[config.mk]
export PLATFORM = sky130hd
export DESIGN_NAME = cordic_iter_ctrl
export DESIGN_NICKNAME = d
export VERILOG_FILES = /design/src/rtl/cordic_iter_ctrl.sv
export SDC_FILE = /design/constraint.sdc
export NUM_CORES = 1
export LEC_CHECK = 0
export CAP_MARGIN = 0
export CORE_MARGIN = 2
export CORE_UTILIZATION = 41
export CTS_BUF_LIST = sky130_fd_sc_hd__clkbuf_16
export DETAILED_ROUTE_END_ITERATION = 8
export PLACE_DENSITY = 0.65
export SYNTH_ARGS = -nofsm -noshare
export SYNTH_HDL_FRONTEND = slang
export SYNTH_SLANG_ARGS = --single-unit
[constraint.sdc]
create_clock -name clk_i -period 1.7 [get_ports clk_i]
set_input_delay 0.34 -clock clk_i [delete_from_list [all_inputs] [get_ports clk_i]]
set_output_delay 0.34 -clock clk_i [all_outputs]
set_load 0.01 [all_outputs]
[src/rtl/cordic_iter_ctrl.sv]
// Iteration sequencer for the iterative CORDIC datapath.
// It issues a load strobe, then N step cycles with the index, then a result handshake.
module cordic_iter_ctrl #(
  parameter int unsigned Iterations = 16,
  parameter int unsigned IdxWidth   = 5
) (
  input  logic                clk_i,
  input  logic                rst_i,
  input  logic                start_i,
  input  logic [IdxWidth-1:0] n_i,
  output logic                ready_o,
  input  logic                abort_i,
  output logic                load_o,
  output logic                step_o,
  output logic [IdxWidth-1:0] iter_o,
  output logic                busy_o,
  output logic                valid_o,
  input  logic                ready_i
);

  typedef enum logic [1:0] {
    IDLE = 2'd0,
    LOAD = 2'd1,
    RUN  = 2'd2,
    DONE = 2'd3
  } state_t;

  localparam logic [IdxWidth-1:0] MaxN   = IdxWidth'(Iterations);
  localparam logic [IdxWidth-1:0] IdxOne = IdxWidth'(1);
  localparam logic [IdxWidth-1:0] IdxZero = '0;

  state_t              state;
  logic [IdxWidth-1:0] nlat;
  logic [IdxWidth-1:0] n_clamped;

  // Requests above the datapath depth are clamped to the full depth.
  assign n_clamped = (n_i > MaxN) ? MaxN : n_i;

  // State, latched count and every output are registered together.
  always_ff @(posedge clk_i or posedge rst_i) begin
    if (rst_i) begin
      state   <= IDLE;
      nlat    <= IdxZero;
      iter_o  <= IdxZero;
      load_o  <= 1'b0;
      step_o  <= 1'b0;
      valid_o <= 1'b0;
      busy_o  <= 1'b0;
      ready_o <= 1'b1;
    end else if (abort_i) begin
      state   <= IDLE;
      iter_o  <= IdxZero;
      load_o  <= 1'b0;
      step_o  <= 1'b0;
      valid_o <= 1'b0;
      busy_o  <= 1'b0;
      ready_o <= 1'b1;
    end else begin
      unique case (state)
        IDLE: begin
          if (start_i) begin
            state   <= LOAD;
            nlat    <= n_clamped;
            iter_o  <= IdxZero;
            load_o  <= 1'b1;
            busy_o  <= 1'b1;
            ready_o <= 1'b0;
          end
        end
        LOAD: begin
          load_o <= 1'b0;
          iter_o <= IdxZero;
          if (nlat == IdxZero) begin
            state   <= DONE;
            valid_o <= 1'b1;
          end else begin
            state  <= RUN;
            step_o <= 1'b1;
          end
        end
        RUN: begin
          // Last micro-rotation: hand over to DONE and park the index at 0.
          if (iter_o == nlat - IdxOne) begin
            state   <= DONE;
            step_o  <= 1'b0;
            iter_o  <= IdxZero;
            valid_o <= 1'b1;
          end else begin
            iter_o <= iter_o + IdxOne;
          end
        end
        DONE: begin
          if (ready_i) begin
            state   <= IDLE;
            valid_o <= 1'b0;
            busy_o  <= 1'b0;
            ready_o <= 1'b1;
          end
        end
        default: begin
          state   <= IDLE;
          iter_o  <= IdxZero;
          load_o  <= 1'b0;
          step_o  <= 1'b0;
          valid_o <= 1'b0;
          busy_o  <= 1'b0;
          ready_o <= 1'b1;
        end
      endcase
    end
  end

endmodule

==> impl_metrics.yaml <==
outcome:
  run_status: "finished with violations"
  violated_checks: "negative setup slack"
timing:
  clock_skew_ns: 0.00174
  slew-limit-headroom_pct: 75.1
  hold_viol: 0
  finalWorstSetupSlack_ns: -0.0446
  period_needed_ns: 1.74
  number_of_max_slew_violations_in_the_final_report: 0
  tightest_slew_ns: 0.373
  max_clock_freq_ghz: 0.573
  final-setup-viol-count: 2
  setup_repair_after_global_routing_missed_its_margin: "true"
  final.period_utilization_pct: 103
  setup_tns_ns: -0.0698
critical_path:
  critPathRequiredTime_ns: 1.81
  cp_top_family: "simple AND/OR/NAND/NOR gates"
  r2r_start: "nlat[0]"
  r2r.worst_path.cells: 7
  critical_path.max_stage_delay_ns: 0.37
  crit_chain: "inv_1, ha_1, xor2_1, nand2_1, or3_4, o211ai_1, o311ai_2"
  setup.worst_path.end_class: "register"
  crit_path_max_fanout: 5
  worstPathBufferInverterCount: 1
  critical_path_depth: 7
  regToRegSetupSlack_ns: -0.04
  start_kind: "register"
  timing.critical_path.arrival_ns: 1.86
  path_class: "register to register"
  cp_slowest_cell: "sky130_fd_sc_hd__or3_4"
  r2r_end: "iter_o[2]"
synth:
  synth_top_flop_cell: "sky130_fd_sc_hd__dfrtp_1"
  netlist-cell-type-count: 43
  yosys-top-cells-area: "sky130_fd_sc_hd__dfrtp_1 (35%), sky130_fd_sc_hd__ha_1 (7.6%), sky130_fd_sc_hd__nand2_1 (3.9%)"
  synth_seq_area_share_pct: 37.1
  synth_seq_cells: 17
  synthMostInstantiatedCell: "sky130_fd_sc_hd__dfrtp_1"
  synth_async_sr_flop_share_pct: 100
  synth_top_area_share_pct: 34.8
  mappedNetlistNets: 138
  syn-instance-count: 121
  yosys_warnings: 0
  synth-edff-count: 0
  syn_avg_cell_area_um2: 9.51
  synth_top_area_cell: "sky130_fd_sc_hd__dfrtp_1"
  synth_commonest_cells: "sky130_fd_sc_hd__dfrtp_1 (16), sky130_fd_sc_hd__nand2_1 (12), sky130_fd_sc_hd__inv_1 (9)"
  syn_area_um2: 1150
pwr:
  p_leak_nw: 0.727
  peakVddDrop_uv: 1140
  total_power_mw: 2.73
  p_per_area_nw_per_um2: 1650
  cell_internal_pwr_mw: 1.69
  seqPwrFrac_pct: 24.8
  switching_power_mw: 1.04
  power.share.switching_pct: 37.9
  comb_power_share_pct: 57.9
  pwr-share-clk_pct: 17.3
drt:
  firstDrtPassIters: 4
  drt_first_iter_violations: 25
  route.final.wire_length_mm: 2.69
  per_cell_via_count_in_the_routed_design: 5.29
  detail_route.drc_violations: 0
  final_antenna_net_count: 0
  wl_per_cell_um: 13.8
  num_vias: 1032
flow_run:
  timing.max_cap.violations: 0
clocking:
  numCtsBuffers: 3
  cts.root.buffer_cell: "sky130_fd_sc_hd__clkbuf_16"
  cts_htree_levels: 1
  clock_latency_ns: 0.25
  tritoncts_num_sinks: 17
  cts_tree: "yes"
  worst_setup_hold_path_clk_slew_ns: 0.05
  cts_hold_repair.buffers: 0
  clock_tree.buffer_depth: 2
  cts_setup_buffers: 0
global_routing:
  global_route_wire_length_before_repair_mm: 4.44
  vias_in_the_first_global_route: 997
  antenna_violations_before_repair: 0
  global_route.usage.total_pct: 17.6
  largest_net_degree_at_the_start_of_global_routing: 18
  gr-total-overflow: 0
cells_and_area:
  final_layout_size_suffix_gt1_share_pct: 26.8
  num_antenna_cells: 0
  post-route-util_pct: 61.2
  layout.filler_cells: 242
  syn2layout_area_growth_pct: 44.1
  layout.nets: 182
floorplanning:
  die_w_um: 57.0
  die_area_um2: 3250
  die_height_um: 57.0
  row_count: 19
  floorplan.io_pins: 20
  initial_core_util_pct: 42.5
  placeableCoreArea_um2: 2710
min_path:
  min_path_type: "primary input to asynchronous set/reset pin"
placed_design:
  buffer_ports.inserted: 19
  total_half_perimeter_wirelength_after_legalization_and_detailed_placement_mm: 1.95
  gpl.final_weighted_congestion: 0.765
==> flip-flops by register name (all words and copies together) (netlist names) <==
register and flops:
nlat 5, valid_o 1, step_o 1, state 2, iter_o 5, ready_o 1
load_o 1, busy_o 1
==> power by group through the flow <==
stage | registers [mW] | clock network (mW) | logic (mW)
6_report | 0.678 | 0.472 | 1.58
5_1_grt | 0.697 | 0.506 | 1.74
4_1_cts | 0.671 | 0.481 | 1.53
3_5_place_dp | 0.671 | 0 | 1.48
3_3_place_gp | 0.664 | 0 | 1.45
2_1_floorplan | 0.701 | 0 | 0.841
==> worst max path at each step <==
stage	end	from	slack (ns)
global route	iter_o[2]	nlat[1]	-0.14
floorplan	iter_o[2]	nlat[0]	-0.03
global placement	iter_o[3]	start_i	-0.04
detailed placement	iter_o[3]	start_i	-0.07
CTS	iter_o[2]	nlat[0]	-0.06
finish	iter_o[2]	nlat[0]	-0.04
==> worst register-to-register path, stage by stage, from the launching register on <==
cell                       delay [ns]
sky130_fd_sc_hd__dfrtp_1         0.35
sky130_fd_sc_hd__inv_1           0.05
sky130_fd_sc_hd__ha_1            0.28
sky130_fd_sc_hd__xor2_1          0.14
sky130_fd_sc_hd__nand2_1         0.08
sky130_fd_sc_hd__or3_4           0.37
sky130_fd_sc_hd__o211ai_1        0.22
sky130_fd_sc_hd__o311ai_2        0.13
==> stage by stage <==
stage                     setup WS [ns]  instance area [um2]  hold WS [ns]  cells
after global routing             -0.142                 1660         0.436    195
after global placement          -0.0388                 1540         0.506    191
after floorplan                 -0.0308                 1150         0.265    121
final                           -0.0446                 1660         0.408    195
after CTS                       -0.0633                 1640         0.425    195
after detailed placement        -0.0708                 1540         0.515    191
==> layout by cell type (no fill, tap or decap), types with 4 or more instances in the layout <==
| cell | instances |
|---|---|
| sky130_fd_sc_hd__nand2_1 | 12 |
| sky130_fd_sc_hd__nand2b_1 | 7 |
| sky130_fd_sc_hd__ha_1 | 6 |
| sky130_fd_sc_hd__clkdlybuf4s50_1 | 19 |
| sky130_fd_sc_hd__nor2_1 | 5 |
| sky130_fd_sc_hd__inv_1 | 9 |
| sky130_fd_sc_hd__o21ai_0 | 4 |
| sky130_fd_sc_hd__buf_4 | 22 |
| sky130_fd_sc_hd__o211ai_1 | 4 |
| sky130_fd_sc_hd__dfrtp_1 | 16 |
==> cell type report <==
| class | instances | area (um2) | share of cell area, % |
|---|---|---|---|
| multi-input cells | 92 | 714 | 43.1 |
| flip-flops and latches | 17 | 427 | 25.7 |
| repair buffers | 42 | 367 | 22.1 |
| clock buffers | 3 | 75.1 | 4.52 |
| well taps | 31 | 38.8 | 2.34 |
| inverters | 9 | 33.8 | 2.04 |
| clock inverters | 1 | 3.75 | 0.226 |
==> what timing repair did <==
action,CTS,global route
pin swaps,3,3
setup endpoints to repair,9,11
gates resized for setup,3,6
==> logic make-up after synthesis <==
| kind of cell | count (synthesis) | share of synthesized area (%) |
|---|---|---|
| AOI/OAI and AO/OA | 34 | 23.6 |
| xor gates and xnor gates | 6 | 4.57 |
| adders and majority gates | 7 | 7.61 |
| buffers and inverters | 12 | 4.13 |
| DFF | 17 | 37.1 |
| muxes | 1 | 0.978 |
| and+or+nand+nor | 44 | 22.1 |
==> metal layers <==
layer	up-vias	track usage [%]	routed length (um)
li1	518	-	-
met1	472	22.4	1180
met2	40	30.4	1340
met3	2	4.76	148
met4	0	2.99	17
met5	-	0	0
(Power assumes the default switching activity.)
